<file path="config.mk">
export PLATFORM = sky130hd
export DESIGN_NAME = s1_serial_tx
export DESIGN_NICKNAME = d
export VERILOG_FILES = /design/src/rtl/s1_serial_tx_pkg.sv /design/src/rtl/s1_serial_tx.sv
export SDC_FILE = /design/constraint.sdc
export NUM_CORES = 1
export LEC_CHECK = 0
export BUFFER_PORTS_ARGS = -buffer_cell sky130_fd_sc_hd__clkbuf_2
export CORE_UTILIZATION = 57
export CTS_BUF_LIST = sky130_fd_sc_hd__clkbuf_8
export DETAILED_ROUTE_END_ITERATION = 16
export GPL_ROUTABILITY_DRIVEN = 0
export PLACE_DENSITY = 0.93
export RECOVER_POWER = 50
export SYNTH_ARGS = -nofsm -noshare
export SYNTH_HDL_FRONTEND = slang
export SYNTH_SLANG_ARGS = --single-unit
</file>
<file path="constraint.sdc">
create_clock -name clk -period 2.4 [get_ports clk]
set_input_delay 0.12 -clock clk [delete_from_list [all_inputs] [get_ports clk]]
set_output_delay 0.12 -clock clk [all_outputs]
set_load 0.005 [all_outputs]
</file>
<file path="src/rtl/s1_serial_tx_pkg.sv">
// Shared sen/sd link definitions: field widths, burst size and TX state encoding.
// The RB2 receiver uses the same field widths.
package s1_serial_tx_pkg;

    localparam int unsigned ADDR_W  = 3;
    localparam int unsigned DATA_W  = 18;
    localparam int unsigned NUM_PKT = 8;
    localparam int unsigned PKT_W   = ADDR_W + DATA_W;
    localparam int unsigned CNT_W   = 5;

    typedef enum logic [1:0] {
        ST_IDLE,
        ST_LOAD,
        ST_SHIFT,
        ST_DONE
    } tx_state_e;

endpackage

</file>
<file path="src/rtl/s1_serial_tx.sv">
// Transmit end of the sen/sd link: reads RB1 words 0..NUM_PKT-1 and sends each
// as an MSB-first {address, data} packet, one bit per clk with sen high.
module s1_serial_tx
    import s1_serial_tx_pkg::*;
(
    input  logic              clk,
    input  logic              rst,
    input  logic              start,
    output logic              RB1_RW,
    output logic [ADDR_W-1:0] RB1_A,
    input  logic [DATA_W-1:0] RB1_Q,
    output logic              sen,
    output logic              sd,
    output logic              S1_done
);

    tx_state_e          state_q, state_d;
    logic [ADDR_W-1:0]  rb1_a_q, rb1_a_d;
    logic [PKT_W-1:0]   shreg_q, shreg_d;
    logic [CNT_W-1:0]   bit_cnt_q, bit_cnt_d;
    logic [ADDR_W-1:0]  pkt_cnt_q, pkt_cnt_d;
    logic               sen_q, sen_d;
    logic               sd_q, sd_d;
    logic               done_q, done_d;

    always_ff @(posedge clk) begin
        if (!rst) begin
            state_q   <= ST_IDLE;
            rb1_a_q   <= '0;
            shreg_q   <= '0;
            bit_cnt_q <= '0;
            pkt_cnt_q <= '0;
            sen_q     <= 1'b0;
            sd_q      <= 1'b0;
            done_q    <= 1'b0;
        end else begin
            state_q   <= state_d;
            rb1_a_q   <= rb1_a_d;
            shreg_q   <= shreg_d;
            bit_cnt_q <= bit_cnt_d;
            pkt_cnt_q <= pkt_cnt_d;
            sen_q     <= sen_d;
            sd_q      <= sd_d;
            done_q    <= done_d;
        end
    end

    always_comb begin
        state_d   = state_q;
        rb1_a_d   = rb1_a_q;
        shreg_d   = shreg_q;
        bit_cnt_d = bit_cnt_q;
        pkt_cnt_d = pkt_cnt_q;

        unique case (state_q)
            ST_IDLE: begin
                if (start) begin
                    state_d   = ST_LOAD;
                    rb1_a_d   = '0;
                    pkt_cnt_d = '0;
                end
            end
            ST_LOAD: begin
                shreg_d   = {pkt_cnt_q, RB1_Q};
                bit_cnt_d = CNT_W'(PKT_W - 1);
                state_d   = ST_SHIFT;
            end
            ST_SHIFT: begin
                shreg_d   = shreg_q << 1;
                bit_cnt_d = bit_cnt_q - CNT_W'(1);
                if (bit_cnt_q == '0) begin
                    bit_cnt_d = '0;
                    if (pkt_cnt_q == ADDR_W'(NUM_PKT - 1)) begin
                        state_d = ST_DONE;
                    end else begin
                        pkt_cnt_d = pkt_cnt_q + ADDR_W'(1);
                        rb1_a_d   = pkt_cnt_q + ADDR_W'(1);
                        state_d   = ST_LOAD;
                    end
                end
            end
            ST_DONE: begin
                pkt_cnt_d = '0;
                rb1_a_d   = '0;
                state_d   = ST_IDLE;
            end
            default: state_d = ST_IDLE;
        endcase
    end

    // Outputs are flopped from next-state so each bit appears with its SHIFT cycle.
    always_comb begin
        sen_d  = (state_d == ST_SHIFT);
        sd_d   = sen_d & shreg_d[PKT_W-1];
        done_d = (state_d == ST_DONE);
    end

    assign RB1_RW  = 1'b1;
    assign RB1_A   = rb1_a_q;
    assign sen     = sen_q;
    assign sd      = sd_q;
    assign S1_done = done_q;

endmodule

</file>
==> results.md, run 1 <==
* Pre-antenna DRT Iters at 4
* Most common cell after layout, fill and taps aside: dfxtp_1
* Hold Fails Final Rpt at 0
* Detailed Route WL at between 3000 and 4000 um
* Metal3 WL at 144 um
* Max Clock Freq at 470 MHz
* Die ar. at roughly 3000 um2
* Syn Area/Cell at a little over 9 um2
* Final setup fails at 0
* DR vias/cell at 5.95
* CP arrival at between 2000 and 2500 ps
* CP endpoint kind: flip-flop
* Clock skew at around 8.0 ps
* Clock transition at the registers of the reported paths at about 70 ps
* Tmin final at between 2000 and 2500 ps
* Htree depth at 2
* Total GRT Usage at 0.248
* Boundary Pins at 28
* Cts hold-fix bufs at 0
* Ys async rst share at 0
* Diodes inserted at 0
* Area grow syn2layout at 14.5%
* Syn nets at between 150 and 200
* Layout cells sized above 1 at 0.200
* Number of DRC markers in iteration 0 at 35
* Crit path kind: flip-flop to flip-flop
* Status: finished clean
* Final nets at 221
* RSZ-0062 raised after global routing: false
* WP data required at between 2000 and 3000 ps
* First-pass GRT wire length at between 5000 and 6000 um
* R2R cell count at 6
* Synth Flop Type: dfxtp_1
* CTS sink count at 34
* Top sig layer: met4
* Placed cell area at approximately 1700 um2
* Wire per inst at ~15 um
* Initial antenna violation count at 0
* Via count at about 1300
* Hold path depth at 3
* #FFs+latches synth at 34
* Sequential fraction of the synthesis area at 0.427
* CTS tree: done
* LEAKAGE at 0.000895 uW
* Ratio of final minimum period to clock period at 0.886
* Post-CTS sizing at 0
* Site Rows at 18
* Max VDD drop at between 0.7 and 0.8 mV
* Fin. max-slew vios at 0
* Worst Hold Class: primary input to flip-flop
* Chip Height at around 55 um
* Post-route cell area at 1830 um2
* Final Non-Filler Cells at between 200 and 250
* PwrDens at 1070 nW/um2
* Cts bufs inserted at 5
* Synth Cell Area at roughly 1600 um2
* Max Root-Sink Buffers at 2
* Drt drc at 0
* Port bufs at 26
* Core area at between 2000 and 3000 um2
* Root Buffer: clkbuf_8
* Die width at 54.9 um
* Vias in the first global route at 1206
* Met2 wire length at 1750 um
* Max_cap viols at 0
* Commonest non-fill, non-tap cells in the layout: dfxtp_1 (34), nand2_1 (25), clkbuf_2 (23)
* Largest net degree at the start of global routing at 34
* Setup tns final at 0 ps
* Synth cell types at 33
* Worst hold slack at between 90 and 100 ps
* Post-DRT Antenna Nets at 0
* Crit-path max FO at 6
* Clk Latency, worst-skew pair at between 200 and 300 ps
* EDFF count, synth at 0
* Wl on met1 at ~1400 um
* Yosys warning total at 0
* Critical path startpoint category: flip-flop
* Grt ovf at 0
* Total power at ~2000 uW
* Post-Place Cells at between 200 and 250
* DPL Wire Length at ~2300 um
* Initial Util at 0.621
* Postcts setup bufs at 0
* Gate count after technology mapping at 172
## cell families (layout without fill, tap and decap cells)
family | after synthesis | count (layout) | synth area share
AOI/OAI and AO/OA | 56 | 56 | 0.299
adders and majority gates | 6 | 6 | 0.0471
and+or+nand+nor | 53 | 53 | 0.162
DFF | 34 | 34 | 0.427
other | 1 | 1 | 0.00235
buffers and inverters | 21 | 44 | 0.0526
muxes | 1 | 1 | 0.00942
## cell usage after synthesis (2+ instances only)
| cell type | instances | share of area |
|---|---|---|
| nand2_1 | 25 | 0.059 |
| a32o_1 | 2 | 0.013 |
| o211a_1 | 19 | 0.12 |
| nor3b_1 | 3 | 0.014 |
| clkbuf_1 | 13 | 0.031 |
| a22oi_1 | 20 | 0.094 |
| nor2_1 | 8 | 0.019 |
| a21boi_0 | 2 | 0.0094 |
| nand3_1 | 4 | 0.013 |
| dfxtp_1 | 34 | 0.43 |
| nor3_1 | 2 | 0.0063 |
| o21a_1 | 2 | 0.0094 |
| ha_1 | 6 | 0.047 |
| nand2b_1 | 4 | 0.016 |
| o21ai_0 | 6 | 0.019 |
| inv_1 | 5 | 0.012 |
## path summary, 6_finish.rpt
| check | from | end | slack (ps) |
|---|---|---|---|
| worst max-delay path | bit_cnt_q[0] | sen | 270 |
| worst min register to register | shreg_q[4] | shreg_q[4] | 480 |
| worst min-delay path | RB1_Q[0] | shreg_q[0] | 100 |
| worst max register to register | bit_cnt_q[0] | sen | 270 |
## through the flow
step                utilization  setup WS (ps)
global route              0.711            155
global placement          0.675            399
finish                    0.711            275
floorplan                     -            440
detailed placement        0.675            283
CTS                       0.712            269
## worst max-delay path, cell delays in order (launching register included)
cell and delay [ps]:
dfxtp_1 320, inv_1 100, ha_1 200, or4b_1 570, mux2_4 360, a221oi_4 340, nor3_1 100
## cell type report
class | count | area, um2
multi-input combinational | 117 | 830
tap | 30 | 37.5
sequential | 34 | 681
clock inverter | 2 | 12.5
clock buffer | 6 | 82.6
inverter | 5 | 18.8
timing repair buffer | 31 | 164
fill | 205 | 742
## report_power, final
group / switching, uW / leakage [uW] / total, uW / internal, uW
logic: 406 / 0.000570 / 699 / 292
registers: 95.8 / 0.000278 / 824 / 728
clock network: 207 / 0.0000472 / 438 / 230
## state kept, by name, indices dropped and copies added (netlist names)
signal / count
shreg_q: 21
bit_cnt_q: 5
pkt_cnt_q: 3
state_q: 2
S1_done: 1
sd: 1
sen: 1
## metal layers
layer  up-vias  global-route usage
met1       634               0.259
met2        30               0.448
met4         0              0.0897
met3         5              0.0889
li1        670                   -
met5         -                   0
(Power assumes the default switching activity.)
==> run 2: changes to the inputs <==
--- a/config.mk
+++ b/config.mk
@@ -6,6 +6,7 @@
 export NUM_CORES = 1
 export LEC_CHECK = 0
 export BUFFER_PORTS_ARGS = -buffer_cell sky130_fd_sc_hd__clkbuf_2
+export CORE_MARGIN = 2
 export CORE_UTILIZATION = 57
 export CTS_BUF_LIST = sky130_fd_sc_hd__clkbuf_8
 export DETAILED_ROUTE_END_ITERATION = 16
==> results.md, run 2 (same netlist as run 1, synthesis figures left out) <==
* CP arrival at ~2300 ps
* PwrDens at between 1000 and 1500 nW/um2
* Clock skew at approximately 2.6 ps
* Port bufs at 26
* Max Root-Sink Buffers at 2
* Area grow syn2layout at 15.5%
* Net Sw Power at ~700 uW
* Combinational share of power at 0.342
* Crit-path max FO at 6
* Max reg flops at 21
* Die ar. at 3240 um2
* LEAKAGE at 0.000905 uW
* Clock transition at the registers of the reported paths at about 60 ps
* Core area at ~2700 um2
* Final worst slack at 291 ps
* Post-CTS sizing at 0
* Boundary Pins at 28
* Max Clock Freq at ~470 MHz
* Worst-margin pin slew at roughly 610 ps
* Final setup fails at 0
* CTS sink count at 34
* WP data required at about 2500 ps
* Pre-antenna DRT Iters at 4
* First-pass GRT wire length at between 5000 and 6000 um
* Post-DRT Antenna Nets at 0
* Wire per inst at about 15 um
* Root Buffer: clkbuf_8
* Critical path's slowest cell: or4b_1
* Die width at 56.9 um
* DPL Wire Length at between 2000 and 2500 um
* Max VDD drop at 0.816 mV
* Critical path's largest stage delay at between 500 and 600 ps
* Fin. max-slew vios at 0
* Max_cap viols at 0
* Cts hold-fix bufs at 0
* Status: finished clean
* Commonest non-fill, non-tap cells in the layout: dfxtp_1 (34), nand2_1 (25), clkbuf_2 (24)
* Via count at 1382
* Site Rows at 19
* Hold Fails Final Rpt at 0
* Max-slew headroom at 0.594
* Worst Hold Class: primary input to flip-flop
* Number of DRC markers in iteration 0 at 52
* Clk Latency, worst-skew pair at around 280 ps
* Setup tns final at 0 ps
* Final nets at approximately 220
* Postcts setup bufs at 0
* RSZ-0062 raised after global routing: false
* Htree depth at 2
* Critical path startpoint category: flip-flop
* Crit-path leading delay family: simple AND/OR/NAND/NOR gates
* Internal power at between 1000 and 1500 uW
* DR vias/cell at between 6 and 7
* Cts bufs inserted at 5
* Sequential share of power at 0.402
* CTS tree: done
* Initial antenna violation count at 0
* Chip Height at around 57 um
* Largest Register: shreg_q
* Place WS at 322 ps
* Detailed Route WL at about 3300 um
* Layout cells sized above 1 at 0.196
* Critical Path, Cell by Cell: inv_1 > ha_1 > or4b_1 > mux2_4 > a221oi_4 > nor3_1
* Largest net degree at the start of global routing at 36
* Ratio of final minimum period to clock period at 0.879
* Initial Util at 0.588
* Crit path kind: flip-flop to flip-flop
* WP buf/inv at 1
* Sw Share at 0.342
* Clock network power share at 0.255
* Total GRT Usage at 0.220
* Most common cell after layout, fill and taps aside: dfxtp_1
* Drt drc at 0
* Grt ovf at 0
* Largest registers: shreg_q x21, bit_cnt_q x5, pkt_cnt_q x3
* Diodes inserted at 0
* Tmin final at between 2000 and 2500 ps
* CP endpoint kind: flip-flop
* Vias in the first global route at between 1000 and 1500
==> run 2: final timing paths <==
path	cells after the start	end	slack, ps	start
worst max register to register	6	sen	290	bit_cnt_q[0]
worst min register to register	1	shreg_q[6]	480	shreg_q[6]
worst min-delay path	3	shreg_q[0]	110	RB1_Q[0]
worst max-delay path	6	sen	290	bit_cnt_q[0]
==> run 2: final cells by class <==
type / instances / area [um2]
Timing Repair Buffer: 31 / 161
Clock inverter: 1 / 30.0
Tap cell: 31 / 38.8
Clock buffer: 6 / 82.6
Sequential cell: 34 / 681
Fill cell: 220 / 868
Inverter: 5 / 18.8
Multi-Input combinational cell: 117 / 830
==> run 2: layer usage <==
metal  vias to the layer above  track usage  share of wire
li1                        668            -              -
met2                        48        0.363           0.51
met4                         0        0.143          0.032
met5                         -            0              0
met1                       656        0.239           0.40
met3                        10       0.0691          0.056
==> run 2: worst register-to-register path: stages, from the launching register on <==
cell      delay, ps
dfxtp_1         330
inv_1           100
ha_1            190
or4b_1          560
mux2_4          360
a221oi_4        340
nor3_1          110
==> run 2: per-stage QoR <==
| step | total power, uW | utilization | hold slack, ps | instance area [um2] | instances |
|---|---|---|---|---|---|
| after CTS | 2060 | 0.682 | 112 | 1850 | 225 |
| final | 2050 | 0.680 | 111 | 1840 | 225 |
| after floorplan | 1370 | - | 294 | 1590 | 172 |
| after global routing | 2190 | 0.680 | 119 | 1840 | 225 |
| after global placement | 1470 | 0.640 | 390 | 1740 | 218 |
| after detailed placement | 1530 | 0.640 | 411 | 1740 | 218 |
==> run 2: power groups by stage <==
stage               Combinational [uW]  Clock, uW  Sequential [uW]
CTS                                707        530              822
floorplan                          564          0              807
finish                             703        524              826
detailed placement                 701          0              834
global route                       789        557              840
global placement                   649          0              819
